## config.mk

```make
export PLATFORM = sky130hd
export DESIGN_NAME = serial_add_ctrl
export DESIGN_NICKNAME = d
export VERILOG_FILES = /design/src/rtl/serial_add_ctrl.sv
export SDC_FILE = /design/constraint.sdc
export NUM_CORES = 1
export LEC_CHECK = 0
export BUFFER_PORTS_ARGS = -buffer_cell sky130_fd_sc_hd__buf_4
export CORE_MARGIN = 3
export CORE_UTILIZATION = 46
export DETAILED_ROUTE_END_ITERATION = 6
export PLACE_DENSITY_LB_ADDON = 0.25
export SLEW_MARGIN = 10
export SYNTH_ARGS = -nofsm -noshare
export SYNTH_HDL_FRONTEND = slang
export SYNTH_SLANG_ARGS = --single-unit
```

## constraint.sdc

```tcl
create_clock -name clk_i -period 1.2 [get_ports clk_i]
set_input_delay 0.06 -clock clk_i [delete_from_list [all_inputs] [get_ports clk_i]]
set_output_delay 0.06 -clock clk_i [all_outputs]
set_load 0.03 [all_outputs]
```

## src/rtl/serial_add_ctrl.sv

```systemverilog
// rtl/serial_add_ctrl.sv - bit-serial add/subtract sequencer around a 1-bit full adder
// Operands are consumed LSB-first, one bit per clock; the result is published on entry to DONE.
module serial_add_ctrl #(
    parameter int WIDTH = 4
) (
    input  logic             clk_i,
    input  logic             reset_i,
    input  logic             start_i,
    input  logic             sub_i,
    input  logic [WIDTH-1:0] a_i,
    input  logic [WIDTH-1:0] b_i,
    output logic             busy_o,
    output logic             done_o,
    output logic [WIDTH-1:0] sum_o,
    output logic             cout_o
);

    localparam int CW = $clog2(WIDTH);
    localparam logic [CW-1:0] LAST = CW'(WIDTH - 1);

    typedef enum logic [1:0] {
        IDLE  = 2'd0,
        SHIFT = 2'd1,
        DONE  = 2'd2
    } state_t;

    state_t           state_q, state_d;
    logic [WIDTH-1:0] shift_a_q, shift_a_d;
    logic [WIDTH-1:0] shift_b_q, shift_b_d;
    logic [WIDTH-1:0] acc_q, acc_d;
    logic [WIDTH-1:0] sum_q, sum_d;
    logic             carry_q, carry_d;
    logic             cout_q, cout_d;
    logic [CW-1:0]    cnt_q, cnt_d;
    logic             s_bit;
    logic             c_next;

    // The full-adder cell; subtraction works as a + ~b + 1 via the preloaded carry.
    assign s_bit  = shift_a_q[0] ^ shift_b_q[0] ^ carry_q;
    assign c_next = (shift_a_q[0] & shift_b_q[0]) |
                    (shift_a_q[0] & carry_q) |
                    (shift_b_q[0] & carry_q);

    always_comb begin
        state_d   = state_q;
        shift_a_d = shift_a_q;
        shift_b_d = shift_b_q;
        acc_d     = acc_q;
        sum_d     = sum_q;
        carry_d   = carry_q;
        cout_d    = cout_q;
        cnt_d     = cnt_q;
        case (state_q)
            IDLE: begin
                if (start_i) begin
                    shift_a_d = a_i;
                    shift_b_d = sub_i ? ~b_i : b_i;
                    carry_d   = sub_i;
                    cnt_d     = '0;
                    acc_d     = '0;
                    state_d   = SHIFT;
                end
            end
            SHIFT: begin
                carry_d   = c_next;
                shift_a_d = {1'b0, shift_a_q[WIDTH-1:1]};
                shift_b_d = {1'b0, shift_b_q[WIDTH-1:1]};
                acc_d     = {s_bit, acc_q[WIDTH-1:1]};
                cnt_d     = cnt_q + CW'(1);
                if (cnt_q == LAST) begin
                    // Publish straight from the adder so the MSB lands in the same edge.
                    sum_d   = {s_bit, acc_q[WIDTH-1:1]};
                    cout_d  = c_next;
                    state_d = DONE;
                end
            end
            DONE: begin
                state_d = IDLE;
            end
            default: begin
                state_d = IDLE;
            end
        endcase
    end

    always_ff @(posedge clk_i) begin
        if (reset_i) begin
            state_q   <= IDLE;
            shift_a_q <= '0;
            shift_b_q <= '0;
            acc_q     <= '0;
            sum_q     <= '0;
            carry_q   <= 1'b0;
            cout_q    <= 1'b0;
            cnt_q     <= '0;
        end else begin
            state_q   <= state_d;
            shift_a_q <= shift_a_d;
            shift_b_q <= shift_b_d;
            acc_q     <= acc_d;
            sum_q     <= sum_d;
            carry_q   <= carry_d;
            cout_q    <= cout_d;
            cnt_q     <= cnt_d;
        end
    end

    assign busy_o = (state_q == SHIFT);
    assign done_o = (state_q == DONE);
    assign sum_o  = sum_q;
    assign cout_o = cout_q;

endmodule
```

; Yosys cells after proc, flatten, opt, wreduce, memory -nomap -nowiden
; Index checks and enable logic that the tools add are counted.
[op_classes]
addsub = 1
eq_ne = 5
mux = 14
n_bitwise = 8
reduce_logical = 5
[op_table]
columns = operator, n
row1 = case mux 4 bit (2 select lines), 3
row2 = two-way mux 4 bit, 4
row3 = case mux 2 bit (2 select lines), 2
row4 = two-way mux 2 bit, 3
row5 = AND reduction 2 bit, 3
row6 = equality test 2 bit (second input constant), 2
row7 = inverter 4 bit, 1
row8 = AND 1 bit, 3
row9 = adder 2 x 1 -> 2 bit (second input constant), 1
row10 = equality test 2 x 1 -> 1 bit (second input constant), 1
row11 = zero test 2 bit, 1
row12 = != test 2 x 1 -> 1 bit (second input constant), 1
row13 = != test 2 bit (second input constant), 1
row14 = bitwise OR 1 bit, 2
row15 = case mux 1 bit (2 select lines), 1
row16 = nonzero test 2 bit, 1
row17 = bitwise XOR 1 bit, 2
row18 = two-way mux 1 bit, 1
[word_totals]
regBits = 22
output_inout_bits = 7
word_cells = 41

; Depth between registers and ports, before layout
; Gate-level depths: netlist of the first run.
[depth]
ltp_word = 4
mapped_depth = 4

; Worst setup path before layout of the first run
; Ideal clock, no wire load.
[synth_path]
path_kind = register -> register
start = register shift_a_q[0]
end = register carry_q
arrival_ns = 1.026
required_time_ns = 1.068
setup_slack_ns = 0.042
path_stages_with_launch = 5
n_path_buf = 0
period_less_slack_ns = 1.158
path_cell_list = dfxtp_1 fa_1 nand2b_1 a21oi_1 nor3_1
[synth_via]
elab_chain_len = 4
[synth_lines]
columns = element, line_no
row1 = "start, declared", 28  ; logic [WIDTH-1:0] shift_a_q, shift_a_d;
row2 = "start signal, assigned", 98  ; shift_a_q <= shift_a_d;
row3 = AND 1 bit (on tied branches), "40, 41"
row4 = bitwise OR 1 bit *, 40  ; assign c_next = (shift_a_q[0] & shift_b_q[0]) |
row5 = bitwise OR 1 bit *, 41  ; (shift_a_q[0] & carry_q) |
row6 = net c_next, 36  ; logic c_next;
row7 = case mux 1 bit (2 select lines) *, 53  ; case (state_q)
row8 = "end signal, assigned", 102  ; carry_q <= carry_d;
row9 = "end, declared", 32  ; logic carry_q, carry_d;
; Mark *: on every way through the listed nets, which the timed path passes. The rest lies on a longest branch.
; A chain may end at the register's enable or synchronous reset.

; Worst setup path in the final report of the first run
[layout_path]
start = register state_q[0]
end = register shift_a_q[0]
[layout_via]
elab_chain_len = 3
[layout_lines]
columns = element, line_no
row1 = "start, declared", 27  ; state_t state_q, state_d;
row2 = "start signal, assigned", 97  ; state_q <= state_d;
row3 = equality test 2 x 1 -> 1 bit / zero test 2 bit (equally long branches), 53
row4 = nonzero test 2 bit (no source line) / != test 2 bit (equally long branches), --
row5 = AND reduction 2 bit (no source line), --
; Parallel ways exist; a longest one is shown, timed or not.

==> impl_metrics.ini, run 1 <==
[clock_tree]
clk_pin_slew_ns = 0.13
cts.sinks = 21
cts_tree = built
cts-root-buf = clkbuf_4
cts_buffers = 3
clockBufferDepth = 2
clk_latency_ns = 0.31
h-tree-depth = 1

[global_route]
grt.met1_usage = 0.189
grt_overflow = 0
grt_pass1_wl_um = 3170
antenna_found_initial = 0
use_met3 = 0.0267
grt_pass1_vias = 761
grt_usage = 0.164
top_usage_layer = met2
use_met2 = 0.283
grt_max_degree = 23

[timing]
skew_ns = 0.00305
tightest_slew_ns = 0.290
fin_crit_ns = 1.19
setup_violations = 0
relSlewSlack = 0.806
timing.final.max_slew_violations = 0
fin_ws_ns = 0.00530
hold_viol = 0
period_share = 0.996
fmax_mhz = 837
rsz0062_at_grt = yes

[final_layout]
layout-drive-gt1-share = 0.388
area_delta_synth_final_pct = 38.1
fin_nets = 144
stdcell_count = 154
diodes = 0

[critical_path]
worst-r2r-setup-slack_ns = 0.005
worstSetupPathType = register to register
cp-start-kind = register
ff2ff_path_depth = 4
rr_startpoint = state_q[0]
cp_max_fo = 7
worstReg2RegEnd = shift_a_q[0]
cp.required_ns = 1.41
endpoint = shift_a_q[0]
crit_start = state_q[0]
end_kind = register
arrival_ns = 1.41

[power_and_ir_drop]
p_seq_frac = 0.558
comb_power_share = 0.178
power.share.clock = 0.264
p_total_mw = 1.36
internal_power_uw = 990
p_sw_frac = 0.270
p_leak_nw = 0.524
ir_worst_vdd_uv = 651
switchingPower_uw = 366
power_density_nw_per_um2 = 1070

[route]
routedWlPerCell_um = 13.0
via_count = 806
routed_wl_um = 2000
drcViolationCount = 0
viasPerCell = 5.23
ant_nets = 0
drtIter0Drc = 10
drtPass1Iterations = 4

[yosys]
synth_warnings = 0
syn_inst = 98
synth_nets = 112
ys_types = 25
ys_seq_area_frac = 0.460
syn_area_um2 = 913
synth_seq_cells = 21
synth.avg_cell_area_um2 = 9.32

[worst_hold_path]
hold_path.class = input pin to register

[die]
die_area_um2 = 2560
die_x_um = 50.6
core_area_um2 = 1800
fp-row-count = 15
boundaryPins = 19
start_util = 0.507
die_y_um = 50.6

[placed_design]
place.port_buffers = 18
place_congestion = 0.758
dp_cells = 141
post-dp-hpwl_um = 1280
pre_cts_ws_ns = -0.0378

[outcome]
status = finished clean

[run]
maxCapViolCount = 0
sequential cells by signal, summed over array words and instances, names as in the netlist:
name and flops:
acc_q 3, sum_o 4, cnt_q 2, carry_q 1, state_q 2, shift_b_q 4, shift_a_q 4, cout_o 1
cell usage after synthesis (all sizes together):
| library cell | instances | share of area |
|---|---|---|
| a21oi | 8 | 0.044 |
| a22oi | 9 | 0.074 |
| and2b | 1 | 0.0082 |
| buf | 3 | 0.023 |
| clkbuf | 3 | 0.012 |
| dfxtp | 21 | 0.46 |
| fa | 1 | 0.022 |
| ha | 1 | 0.014 |
| inv | 1 | 0.0041 |
| mux2i | 3 | 0.033 |
| nand2 | 4 | 0.016 |
| nand2b | 5 | 0.034 |
| nand3 | 4 | 0.022 |
| nand3b | 1 | 0.0082 |
| nor2 | 13 | 0.053 |
| nor2b | 1 | 0.0069 |
| nor3 | 5 | 0.027 |
| nor3b | 1 | 0.0082 |
| o21ba | 1 | 0.011 |
| o21bai | 1 | 0.021 |
| o22ai | 3 | 0.021 |
| or3b | 4 | 0.038 |
| xnor2 | 3 | 0.029 |
| xor2 | 1 | 0.0096 |
power by group through the flow:
stage | sequential [mW] | combinational, mW | clock [mW]
after floorplan | 0.762 | 0.130 | 0
after global placement | 0.766 | 0.193 | 0
after detailed placement | 0.767 | 0.199 | 0
after CTS | 0.755 | 0.221 | 0.359
after global routing | 0.761 | 0.263 | 0.391
final | 0.757 | 0.241 | 0.358
how the worst min path moves through the flow:
stage	from	endpoint	slack (ns)	cells after the start
global placement	a_i[3]	shift_a_q[3]	0.30	3
detailed placement	a_i[3]	shift_a_q[3]	0.31	3
global route	b_i[2]	shift_b_q[2]	0.02	3
finish	b_i[2]	shift_b_q[2]	0.01	3
CTS	b_i[2]	shift_b_q[2]	0.01	3
floorplan	reset_i	shift_b_q[0]	0.18	1
logic make-up (layout without fill, tap and decap cells):
logic type / after synthesis / after routing / share of synthesized area
buffers and inverters: 7 / 38 / 0.0397
adders and majority gates: 2 / 2 / 0.0356
muxes: 3 / 3 / 0.0329
DFF: 21 / 21 / 0.460
and+or+nand+nor: 39 / 39 / 0.223
xor gates and xnor gates: 4 / 4 / 0.0384
AOI/OAI and AO/OA: 22 / 22 / 0.170
timing repair:
action | 4_1_cts | 5_1_grt
resized for setup | 8 | 8
pin swaps | 2 | 13
cloned | 0 | 1
endpoints found under the hold margin | 1 | 0
buffers inserted | 5 | 3
endpoints found under the setup margin | 5 | 7
hold buffers | 1 | 0
worst max-delay path, cell delays in order, from the launching register on:
cell and delay [ns]:
dfxtp_4 0.39, buf_12 0.13, or3b_1 0.37, a21oi_2 0.16, nor3_2 0.05
through the flow:
step                cell area [um^2]  hold WS [ns]  utilization  setup TNS [ns]
detailed placement              1100         0.307        0.613         -0.0378
floorplan                        913         0.176            -               0
global route                    1260        0.0202        0.700          -0.122
finish                          1260        0.0135        0.700               0
global placement                1100         0.301        0.613               0
CTS                             1200       0.00954        0.664               0
layer usage:
layer	routed length, um	vias to the layer above	share of wire
met1	872	381	0.44
met3	85	2	0.043
met4	24	0	0.012
met5	0	-	0
li1	-	405	-
met2	1010	18	0.51
area by class of cell:
class | count | area, um^2
fill | 156 | 541
multi-input combinational | 70 | 484
sequential | 21 | 430
timing repair buffer | 33 | 284
tap | 25 | 31.3
clock buffer | 3 | 22.5
clock inverter | 1 | 5.00
inverter | 1 | 3.75
cells in the final DEF, fill, tap and decap left out, types with 2 or more instances in the layout:
cell type / synthesis / final
a21oi_1: 8 / 6
a21oi_2: 0 / 2
a22oi_1: 9 / 9
buf_4: 0 / 29
clkbuf_4: 0 / 3
dfxtp_1: 21 / 15
dfxtp_2: 0 / 5
mux2i_1: 3 / 3
nand2_1: 4 / 4
nand2b_1: 5 / 5
nand3_1: 4 / 4
nor2_1: 13 / 13
nor3_1: 5 / 3
nor3_2: 0 / 2
o22ai_1: 3 / 3
or3b_1: 4 / 4
xnor2_1: 3 / 3
Note: power is estimated with default switching activity, not from simulation.
==> inputs of run 2 (changes only) <==
- CORE_MARGIN: 3 -> unset
- TNS_END_PERCENT: unset -> 10
==> impl_metrics.ini, run 2 (synthesis gave the netlist of run 1 again) <==
[clock_tree]
cts_tree = built
h-tree-depth = 1
clk_pin_slew_ns = 0.11
cts.sinks = 21
clockBufferDepth = 2
cts_buffers = 3
clk_latency_ns = 0.31
cts-root-buf = clkbuf_4

[route]
drtPass1Iterations = 4
via_count = 795
routedWlPerCell_um = 13.1
routed_wl_um = 1960
drtIter0Drc = 20
ant_nets = 0
viasPerCell = 5.30
drcViolationCount = 0

[critical_path]
crit_slowest_cell = fa_2
end_kind = register
cp-start-kind = register
cp.required_ns = 1.40
arrival_ns = 1.43
worstSetupPathType = register to register
worst-r2r-setup-slack_ns = -0.03
worstPathCellList = fa_2, a22oi_2, nor2_1
cp_max_fo = 2
cp_slowest_stage_delay_ns = 0.49

[timing]
tightest_slew_ns = 0.298
fmax_mhz = 813
timing.final.max_slew_violations = 0
period_share = 1.03
setup_violations = 4
fin_ws_ns = -0.0303
hold_viol = 0
rsz0062_at_grt = yes
relSlewSlack = 0.801
skew_ns = 0.00406
fin_crit_ns = 1.23

[final_layout]
stdcell_count = 150
area_delta_synth_final_pct = 36.2
mostFrequentLayoutCells = buf_4 (23), dfxtp_1 (16), nor2_1 (13)
fin_area_um2 = 1240
final_common_cell = buf_4
diodes = 0
fin_nets = 140
layout-drive-gt1-share = 0.392

[run]
maxCapViolCount = 0

[outcome]
status = complete, but fails checks
violations = negative setup slack

[die]
fp-row-count = 15
die_y_um = 46.6
die_area_um2 = 2170
start_util = 0.507
boundaryPins = 19
die_x_um = 46.6
core_area_um2 = 1800

[worst_hold_path]
hold_path.class = input pin to register

[power_and_ir_drop]
p_leak_nw = 0.496
power.share.clock = 0.253
ir_worst_vdd_uv = 634
p_seq_frac = 0.564
comb_power_share = 0.183
power_density_nw_per_um2 = 1080
p_sw_frac = 0.259
internal_power_uw = 991
switchingPower_uw = 347

[global_route]
grt_pass1_vias = 679
antenna_found_initial = 0
grt_usage = 0.199
grt_max_degree = 23
grt_pass1_wl_um = 2890
grt_overflow = 0

[placed_design]
place.port_buffers = 18
post-dp-hpwl_um = 1190
placed_area_um2 = 1100
dp_cells = 141
place_congestion = 0.715
run 2: changes by cell type in the layout (fill, tap and decap cells not counted), sizes merged:
cell | before | now
buf | 31 | 28
clkinv | 1 | 0
run 2: area by class of cell:
class | instances | area, um^2
inverters | 1 | 3.75
clock buffers | 4 | 26.3
flip-flops and latches | 21 | 429
multi-input cells | 70 | 505
fillers | 148 | 558
repair buffers | 29 | 248
well taps | 25 | 31.3
run 2: what timing repair did:
item / CTS / global route
pin swaps: 2 / 2
setup buffers: 3 / 1
hold endpoints to repair: 1 / 0
hold buffers: 1 / 0
gates resized for setup: 11 / 10
endpoints found under the setup margin: 5 / 11
run 2: path summary, 6_finish.rpt:
path / from / end / cells after the start
worst min register to register: sum_o[2] / sum_o[2] / 2
worst max-delay path: shift_a_q[0] / acc_q[3] / 3
worst max register to register: shift_a_q[0] / acc_q[3] / 3
worst min-delay path: b_i[2] / shift_b_q[2] / 3
run 2: layer usage:
| metal | vias up | routed length [um] | GRT usage |
|---|---|---|---|
| met5 | - | 0 | 0 |
| met4 | 0 | 81 | 0.112 |
| met3 | 9 | 74 | 0.0471 |
| met2 | 26 | 1010 | 0.342 |
| met1 | 360 | 800 | 0.220 |
| li1 | 400 | - | - |
run 2: power by group through the flow:
stage / combinational [mW] / sequential, mW / clock, mW
6_report: 0.245 / 0.754 / 0.339
5_1_grt: 0.264 / 0.759 / 0.381
4_1_cts: 0.226 / 0.753 / 0.344
3_5_place_dp: 0.199 / 0.768 / 0
3_3_place_gp: 0.195 / 0.766 / 0
2_1_floorplan: 0.130 / 0.762 / 0
run 2: worst max-delay path, delay by kind of cell (launching register included):
kind	cells	cell delay [ns]
adder cells (fa/ha/maj)	1	0.49
flip-flops	1	0.35
AO/OA/AOI/OAI	1	0.23
AND/OR/NAND/NOR	1	0.06
run 2: stage by stage:
step	total power [mW]	utilization	hold slack [ns]	setup slack, ns	setup TNS (ns)
after detailed placement	0.967	0.613	0.312	-0.0481	-0.0481
after global routing	1.40	0.690	0.00773	-0.0532	-0.339
after global placement	0.961	0.613	0.301	0.0208	0
after floorplan	0.893	-	0.176	0.0419	0
final	1.34	0.690	0.00641	-0.0303	-0.0532
after CTS	1.32	0.665	0.00642	-0.000271	-0.000271
